[src/rtl/keyscan_pkg.sv]
// rtl/keyscan_pkg.sv - shared keypad geometry and scanner state encoding
package keyscan_pkg;

  localparam int NUM_ROWS = 4;
  localparam int NUM_COLS = 4;

  typedef enum logic [1:0] {
    SCAN = 2'd0,
    DEB  = 2'd1,
    HELD = 2'd2
  } scanstate_t;

endpackage

[src/rtl/sync_2ff.sv]
// rtl/sync_2ff.sv - two-flop synchronizer with configurable reset value
module sync_2ff #(
  parameter int               WIDTH     = 4,
  parameter logic [WIDTH-1:0] RESET_VAL = '1
) (
  input  logic             clk,
  input  logic             reset,
  input  logic [WIDTH-1:0] d,
  output logic [WIDTH-1:0] q
);

  logic [WIDTH-1:0] meta;

  // First stage may go metastable; second stage gives it a full cycle to settle
  always_ff @(posedge clk) begin
    if (reset) begin
      meta <= RESET_VAL;
      q    <= RESET_VAL;
    end else begin
      meta <= d;
      q    <= meta;
    end
  end

endmodule

[src/rtl/keypad_scan.sv]
// rtl/keypad_scan.sv - 4x4 keypad column scanner with row debounce and press freeze
module keypad_scan
  import keyscan_pkg::*;
#(
  parameter int SCAN_DIV = 1000,
  parameter int DEBOUNCE = 20000
) (
  input  logic                         clk,
  input  logic                         reset,
  input  logic [NUM_ROWS-1:0]          rows_n,
  output logic [NUM_COLS-1:0]          cols_n,
  output logic [NUM_ROWS+NUM_COLS-1:0] rcBits
);

  localparam int DWELL_W = (SCAN_DIV > 2) ? $clog2(SCAN_DIV) : 1;
  localparam int CNT_W   = (DEBOUNCE > 2) ? $clog2(DEBOUNCE) : 1;

  localparam logic [DWELL_W-1:0] DWELL_LAST = DWELL_W'(SCAN_DIV - 1);
  localparam logic [CNT_W-1:0]   CNT_LAST   = CNT_W'(DEBOUNCE - 1);
  localparam logic [CNT_W-1:0]   CNT_PENULT = CNT_W'(DEBOUNCE - 2);

  logic [NUM_ROWS-1:0] rows_q;
  logic [NUM_ROWS-1:0] rows_s;

  scanstate_t          state, state_nxt;
  logic [DWELL_W-1:0]  dwell, dwell_nxt;
  logic [CNT_W-1:0]    deb_cnt, deb_nxt;
  logic [CNT_W-1:0]    rel_cnt, rel_nxt;
  logic [NUM_ROWS-1:0] cap, cap_nxt;
  logic [NUM_ROWS-1:0] pub, pub_nxt;
  logic [NUM_COLS-1:0] col_oh, col_oh_nxt;

  sync_2ff #(
    .WIDTH     (NUM_ROWS),
    .RESET_VAL ({NUM_ROWS{1'b1}})
  ) u_rows_sync (
    .clk   (clk),
    .reset (reset),
    .d     (rows_n),
    .q     (rows_q)
  );

  assign rows_s = ~rows_q;
  assign rcBits = {pub, col_oh};

  // State, counters, captured pattern and column drive registers
  always_ff @(posedge clk) begin
    if (reset) begin
      state   <= SCAN;
      dwell   <= '0;
      deb_cnt <= '0;
      rel_cnt <= '0;
      cap     <= '0;
      pub     <= '0;
      col_oh  <= NUM_COLS'(1);
      cols_n  <= ~NUM_COLS'(1);
    end else begin
      state   <= state_nxt;
      dwell   <= dwell_nxt;
      deb_cnt <= deb_nxt;
      rel_cnt <= rel_nxt;
      cap     <= cap_nxt;
      pub     <= pub_nxt;
      col_oh  <= col_oh_nxt;
      cols_n  <= ~col_oh_nxt;
    end
  end

  // Scan/debounce/hold sequencing; the column only ever moves on a quiet SCAN tick
  always_comb begin
    state_nxt  = state;
    dwell_nxt  = dwell;
    deb_nxt    = deb_cnt;
    rel_nxt    = rel_cnt;
    cap_nxt    = cap;
    pub_nxt    = pub;
    col_oh_nxt = col_oh;
    case (state)
      SCAN: begin
        if (dwell == DWELL_LAST) begin
          dwell_nxt = '0;
          if (rows_s == '0) begin
            col_oh_nxt = {col_oh[NUM_COLS-2:0], col_oh[NUM_COLS-1]};
          end else begin
            cap_nxt   = rows_s;
            deb_nxt   = '0;
            state_nxt = DEB;
          end
        end else begin
          dwell_nxt = dwell + 1'b1;
        end
      end
      DEB: begin
        if (rows_s == cap) begin
          deb_nxt = deb_cnt + 1'b1;
          if (deb_cnt == CNT_PENULT) begin
            state_nxt = HELD;
            pub_nxt   = cap;
            rel_nxt   = '0;
          end
        end else begin
          // Bounce: retry the same column with a fresh dwell
          state_nxt = SCAN;
          dwell_nxt = '0;
        end
      end
      HELD: begin
        if (rows_s == '0) begin
          if (rel_cnt == CNT_LAST) begin
            state_nxt = SCAN;
            pub_nxt   = '0;
            dwell_nxt = '0;
            rel_nxt   = '0;
          end else begin
            rel_nxt = rel_cnt + 1'b1;
          end
        end else begin
          rel_nxt = '0;
        end
      end
      default: begin
        state_nxt = SCAN;
        dwell_nxt = '0;
        pub_nxt   = '0;
      end
    endcase
  end

endmodule
[config.mk]
export PLATFORM = sky130hd
export DESIGN_NAME = keypad_scan
export DESIGN_NICKNAME = d
export VERILOG_FILES = /design/src/rtl/keyscan_pkg.sv /design/src/rtl/sync_2ff.sv /design/src/rtl/keypad_scan.sv
export SDC_FILE = /design/constraint.sdc
export NUM_CORES = 1
export LEC_CHECK = 0
export ABC_AREA = 0
export CAP_MARGIN = 20
export CORE_MARGIN = 2
export CORE_UTILIZATION = 55
export CTS_BUF_LIST = sky130_fd_sc_hd__clkbuf_4 sky130_fd_sc_hd__clkbuf_8
export DETAILED_ROUTE_END_ITERATION = 8
export PLACE_DENSITY = 0.85
export SYNTH_ARGS = -nofsm -noshare
export SYNTH_HDL_FRONTEND = slang
export SYNTH_SLANG_ARGS = --single-unit
[constraint.sdc]
create_clock -name clk -period 2.1 [get_ports clk]
set_clock_uncertainty 0.2 [all_clocks]
set_input_delay 0.21 -clock clk [delete_from_list [all_inputs] [get_ports clk]]
set_output_delay 0.21 -clock clk [all_outputs]
set_load 0.01 [all_outputs]
==> summary.md, run 1 <==
| Metric | Value |
|---|---|
| Hold Path Class | reg2reg |
| CP bufs+invs | 3 |
| Clock sinks | 66 |
| Peak supply drop | approximately 0.00053 V |
| P_leak | ~1.7 nW |
| RSZ-0062 raised after global routing | yes |
| Top cells by area, synth | dfxtp_1, a21oi_1, nor2_1 |
| Max-slew violation count | 0 |
| Fillers | between 200 and 300 |
| Placer Congestion | 0.926 |
| Layout Area Growth over Synthesis | 44.5% |
| Dominant cell type by area after synthesis | dfxtp_1 |
| Area of the die | 0.00604 sq mm |
| Sw frac | 0.218 |
| Share of cells above drive strength 1 | 0.403 |
| Syn. warnings | 0 |
| Fin crit share | 1.05 |
| Final min period | about 2.2 ns |
| Worst Max-Slew Pin Slew | 0.450 ns |
| Pwr Density | ~600 mW/mm^2 |
| Dpl cell area | ~0.0036 sq mm |
| Largest net degree at the start of global routing | 37 |
| Syn_area_per_cell | a little under 9 sq um |
| Cell count after synthesis | around 340 |
| DP HPWL | about 5.0 mm |
| Drc violations | 0 |
| Worst-Skew Late Latency | 0.36 ns |
| Input/output buffers | 17 |
| Most frequent cell after synthesis | dfxtp_1 |
| Initial antenna violation count | 0 |
| Cell Area, Synth | about 0.003 sq mm |
| Starting Density | 0.577 |
| Antenna Violating Nets Remaining | 0 |
| First-pass GRT wire length | around 14 mm |
| Core area | between 0.005 and 0.006 sq mm |
| Final Cell Area | between 0.004 and 0.005 sq mm |
| Yosys reg bits | 66 |
| CTS Hold Bufs | 0 |
| Synthesized Nets | roughly 350 |
| CTS tree | yes |
| IO Pins | 18 |
| Worst Path Arrival | between 2 and 2.5 ns |
| Net Sw Power | 0.000577 W |
| Fin. Hold Viols | 0 |
| CP Data Required Time | 2.18 ns |
| Max FO, Critical Path | 12 |
| Comb pwr share | 0.047 |
| Part of the power in registers | 0.481 |
| Post-synth top cells | dfxtp_1, a21oi_1, nor2_1 |
| Family with the most delay on the worst path | simple AND/OR/NAND/NOR gates |
| Total track usage | 0.288 |
| Clk pwr share | 0.472 |
| Drt pass-1 iters | 7 |
| Nets | around 430 |
| ANT cells | 0 |
| Seq. cell area | approximately 0.0013 sq mm |
| Detailed Route WL | 10.1 mm |
| Post-synth ARST share | 0 |
| Synth top area share | 0.442 |
| Slew HR | 0.699 |
| Die span in x | 77.7 um |
| Via count | 3231 |
| Crit-path slowest cell | nor2b_1 |
| Multi-input combinational cell area | roughly 0.0020 sq mm |
| H-tree Lvls | 3 |
| Worst Hold Slack | roughly 0.21 ns |
| Wirelength per Cell | between 20 and 25 um |
| Row Count | 26 |
| Vias/cell | ~6.6 |
| Die height | a little under 80 um |
| Number of distinct library cells after synthesis | 40 |
| Fmax | between 0.4 and 0.5 GHz |
| CTS Root Cell | clkbuf_8 |
| Slowest stage delay, CP | 0.40 ns |
| Ys flop type | dfxtp_1 |
| Failing checks | setup timing |
| GRT overflow | 0 |
| Number of setup violations in the final report | 32 |
| Clk buf depth | 2 |
| Starting DRC count in detailed routing | a little under 400 |
| Clock Pin Slew Worst Setup and Hold Paths | around 0.080 ns |
| Total CTS buffers | 9 |
| Int Power | ~0.0021 W |
| Crit Path Class | reg2reg |
| Max_cap viols | 0 |
| Post-synthesis sequential area ratio | 0.442 |
| Crit. End Element | register |
| Vias in the first global route | slightly below 3000 |
| Setup crit start kind | register |
| Status | complete, but fails checks |
| Crit path cell chain | buf_4 -> nor2b_1 -> a31oi_4 -> buf_6 -> buf_12 -> or3_4 -> a21oi_2 |
| Final worst slack | -0.102 ns |
| Post-synth EDFFs | 0 |
## sequential cells by signal (all words and copies together) (netlist names)
| signal | count |
|---|---|
| cols_n | 4 |
| u_rows_sync.q | 4 |
| rel_cnt | 15 |
| deb_cnt | 15 |
| u_rows_sync.meta | 4 |
| dwell | 10 |
| pub | 4 |
| state | 2 |
| cap | 4 |
| col_oh | 4 |
## per-stage QoR
step           power (W)  cells  setup WS [ns]  utilization  TNS [ns]
2_1_floorplan    0.00136    338        -0.0689            -    -0.779
3_3_place_gp     0.00139    465        -0.0550        0.701    -0.114
3_5_place_dp     0.00140    465         -0.130        0.701    -0.942
4_1_cts          0.00261    486        -0.0246        0.778   -0.0542
5_1_grt          0.00271    492         -0.165        0.835     -3.94
6_report         0.00265    492         -0.102        0.835     -2.00
## per-layer routing
| layer | global-route usage | vias up | wire length, um |
|---|---|---|---|
| met4 | 0.136 | 0 | 605 |
| met3 | 0.0767 | 69 | 819 |
| li1 | - | 1418 | - |
| met2 | 0.478 | 227 | 4780 |
| met1 | 0.346 | 1517 | 3910 |
| met5 | 0 | - | 0 |
## kinds of logic after synthesis
logic type                 after synthesis  share of synthesized area
xor gates and xnor gates                13                     0.0381
and+or+nand+nor                        150                      0.285
adders and majority gates                4                     0.0168
buffers and inverters                   17                     0.0243
DFF                                     66                      0.442
AOI/OAI and AO/OA                       83                      0.177
muxes                                    5                     0.0168
## final cells by class
class / count / share of cell area
multi-input combinational: 255 / 0.453
sequential: 66 / 0.310
timing repair buffer: 81 / 0.160
clock inverter: 2 / 0.0139
tap: 70 / 0.0203
inverter: 5 / 0.00435
clock buffer: 13 / 0.0386
## worst paths after layout
kind	startpoint	endpoint	slack, ns	depth (start not counted)
worst min-delay path	u_rows_sync.meta[2]	u_rows_sync.q[2]	0.21	1
worst max-delay path	state[0]	rel_cnt[2]	-0.10	7
worst min register to register	u_rows_sync.meta[2]	u_rows_sync.q[2]	0.21	1
worst max register to register	state[0]	rel_cnt[2]	-0.10	7
## repair_timing
action / 4_1_cts / 5_1_grt
resized for setup: 29 / 59
buffers inserted: 5 / 6
cloned: 1 / 0
hold endpoints to repair: 0 / 0
pin swaps: 22 / 19
endpoints found under the setup margin: 25 / 41
## cells in the final DEF, fill, tap and decap left out, drive strengths merged, types with 3 or more instances in the layout
master | Yosys | routed
and2 | 4 | 4
nor4b | 3 | 3
clkdlybuf4s50 | 0 | 17
a311oi | 8 | 8
a21oi | 36 | 36
dfxtp | 66 | 66
nand4 | 13 | 13
nor3 | 6 | 6
or2 | 13 | 13
ha | 4 | 4
or4 | 11 | 11
nand3 | 10 | 10
o31ai | 7 | 7
o21ai | 21 | 21
xnor2 | 5 | 5
and4 | 6 | 6
xor2 | 8 | 8
or3 | 12 | 12
clkbuf | 10 | 13
mux2i | 5 | 5
buf | 2 | 64
a31oi | 4 | 4
and3 | 8 | 8
inv | 5 | 5
nor2 | 29 | 29
nand2 | 25 | 25
## power groups by stage
stage                     logic [W]  registers (W)  clock network (W)
after floorplan           0.0000588        0.00130                  0
after global placement    0.0000901        0.00130                  0
after detailed placement  0.0000933        0.00130                  0
after CTS                  0.000101        0.00127            0.00123
after global routing       0.000132        0.00128            0.00130
final                      0.000125        0.00127            0.00125
Power figures use the tool's default switching activity.
==> run 2, diff against run 1 <==
--- a/config.mk
+++ b/config.mk
@@ -11,7 +11,7 @@
 export CORE_UTILIZATION = 55
 export CTS_BUF_LIST = sky130_fd_sc_hd__clkbuf_4 sky130_fd_sc_hd__clkbuf_8
 export DETAILED_ROUTE_END_ITERATION = 8
-export PLACE_DENSITY = 0.85
+export PLACE_DENSITY = 0.78
 export SYNTH_ARGS = -nofsm -noshare
 export SYNTH_HDL_FRONTEND = slang
 export SYNTH_SLANG_ARGS = --single-unit
==> constraint.sdc (replaced) <==
create_clock -name clk -period 2.1 [get_ports clk]
set_clock_uncertainty 0.2 [all_clocks]
set_input_delay 0.21 -clock clk [delete_from_list [all_inputs] [get_ports clk]]
set_output_delay 0.21 -clock clk [all_outputs]
set_load 0.05 [all_outputs]
==> summary.md, run 2 (same netlist as run 1, synthesis figures left out) <==
| Metric | Value |
|---|---|
| Status | complete, but fails checks |
| Failing checks | setup timing |
| Max FO, Critical Path | 8 |
| Commonest non-fill, non-tap cell in the layout | dfxtp_1 |
| P_leak | ~1.6 nW |
| Max-slew violation count | 0 |
| Peak supply drop | 0.000632 V |
| Most frequent cells in the layout | dfxtp_1, buf_4, nand2_1, a21oi_1, nor2_1 |
| Nets | approximately 430 |
| Slew HR | 0.666 |
| Share of cells above drive strength 1 | 0.400 |
| Hold Startpoint | rows_n[0] |
| Total power | approximately 0.0024 W |
| Reg2reg start | dwell[3] |
| CP Data Required Time | between 2 and 2.5 ns |
| Worst Path Arrival | 2.24 ns |
| Crit path cell chain | nand4b_1 -> buf_4 -> or4_4 -> o21ai_4 -> buf_6 -> buf_12 -> a21oi_1 |
| WHS Path Cells | 2 |
| Antenna Violating Nets Remaining | 0 |
| Initial antenna violation count | 0 |
| Setup TNS | -0.970 ns |
| Clock Pin Slew Worst Setup and Hold Paths | ~0.07 ns |
| Clock sinks | 66 |
| Final worst slack | -0.106 ns |
| Total track usage | 0.268 |
| Input/output buffers | 17 |
| CTS tree | yes |
| Clk buf depth | 2 |
| Starting Density | 0.577 |
| Largest net degree at the start of global routing | 37 |
| Setup crit start kind | register |
| Core area | roughly 0.0052 sq mm |
| DP HPWL | 5.01 mm |
| Pwr Density | approximately 550 mW/mm^2 |
| Core Util, Final | 0.838 |
| Fin crit share | 1.05 |
| Via count | 3200 |
| Starting DRC count in detailed routing | about 330 |
| Setup slack, reg-to-reg | -0.11 ns |
| Hold Path End | u_rows_sync.meta[0] |
| Max_cap viols | 0 |
| Worst Max-Slew Pin Slew | 0.499 ns |
| Fmax | roughly 0.45 GHz |
| R2r worst-path depth | 7 |
| Crit. End Element | register |
| GRT overflow | 0 |
| Vias/cell | ~6.4 |
| Worst-Skew Late Latency | roughly 0.36 ns |
| Detailed Route WL | 9.52 mm |
| Crit-path slowest cell | or4_4 |
| RSZ-0062 raised after global routing | yes |
| First-pass GRT wire length | around 13 mm |
| Layout Area Growth over Synthesis | 45.2% |
| Largest registers | deb_cnt (15), rel_cnt (15), dwell (10) |
| Row Count | 26 |
| Number of setup violations in the final report | 18 |
| Hold Path Class | in2reg |
| Vias in the first global route | 2911 |
| Crit Path Class | reg2reg |
| Crit Reg-Reg Endpoint | deb_cnt[4] |
| Total CTS buffers | 9 |
| Die span in x | between 70 and 80 um |
| Wirelength per Cell | about 19 um |
| Fillers | 275 |
| H-tree Lvls | 3 |
| Final min period | roughly 2.2 ns |
| Drt pass-1 iters | 5 |
| CTS Hold Bufs | 0 |
| Area of the die | 0.00604 sq mm |
| IO Pins | 18 |
| Fin. Hold Viols | 0 |
| CTS Root Cell | clkbuf_8 |
| Drc violations | 0 |
| Slowest stage delay, CP | approximately 0.51 ns |
| Placer Congestion | 0.856 |
| ANT cells | 0 |
| Die height | 77.7 um |
## run 2: changes by cell type in the layout (fill, tap and decap cells not counted), moves of 3 or more
cell	change
buf_4	-4
buf_6	+7
o31ai_2	-3
a311oi_2	-5
dfxtp_1	+4
nor2_1	-5
clkinvlp_4	+3
dfxtp_2	-3
nor2_4	+3
a311oi_1	+5
## run 2: area by class of cell
| class | instances | area [sq um] | share of cell area |
|---|---|---|---|
| Clock buffer | 10 | 138 | 0.0317 |
| Multi-Input combinational cell | 255 | 1950 | 0.451 |
| Clock inverter | 6 | 41.3 | 0.00952 |
| Tap cell | 70 | 87.6 | 0.0202 |
| Inverter | 5 | 18.8 | 0.00433 |
| Sequential cell | 66 | 1330 | 0.307 |
| Timing Repair Buffer | 85 | 763 | 0.176 |
## run 2: worst max-delay path by stage
stage,start,endpoint,cells after the start
6_report,dwell[3],deb_cnt[4],7
5_1_grt,dwell[3],deb_cnt[4],7
4_1_cts,deb_cnt[0],rel_cnt[10],8
3_5_place_dp,deb_cnt[0],rel_cnt[6],9
3_3_place_gp,deb_cnt[0],rel_cnt[10],8
2_1_floorplan,state[1],cols_n[2],6
## run 2: per-layer routing
layer / vias to the layer above / global-route usage / part of all wire
li1: 1426 / - / -
met1: 1565 / 0.327 / 0.40
met2: 166 / 0.460 / 0.49
met3: 43 / 0.0686 / 0.066
met4: 0 / 0.0875 / 0.035
met5: - / 0 / 0
## run 2: metrics by stage
stage          instance area [sq um]  worst slack (ns)  hold WS (ns)  instances
3_5_place_dp                    3680            -0.257         0.199        469
3_3_place_gp                    3680            -0.144         0.190        469
5_1_grt                         4340            -0.130         0.216        497
2_1_floorplan                   3020           -0.0699         0.114        338
6_report                        4340            -0.106         0.214        497
4_1_cts                         4020           -0.0433         0.211        492
## run 2: power breakdown
| group | total, W | switching [W] | internal [W] |
|---|---|---|---|
| Clock | 0.000987 | 0.000527 | 0.000459 |
| Sequential | 0.00128 | 0.0000115 | 0.00126 |
| Combinational | 0.000131 | 0.0000682 | 0.0000625 |
| Total | 0.00239 | 0.000607 | 0.00179 |
## run 2: timing repair
action,in CTS,in global routing
resized for setup,27,62
gates cloned,1,0
setup buffers,7,5
endpoints found under the setup margin,18,39
pin swaps,29,19
## run 2: critical path: cells and delay by family, from the launching register on
family | cells | cell delay, ns
compound gates | 2 | 0.20
buf+inv | 3 | 0.54
flops | 1 | 0.33
simple gates | 2 | 0.81
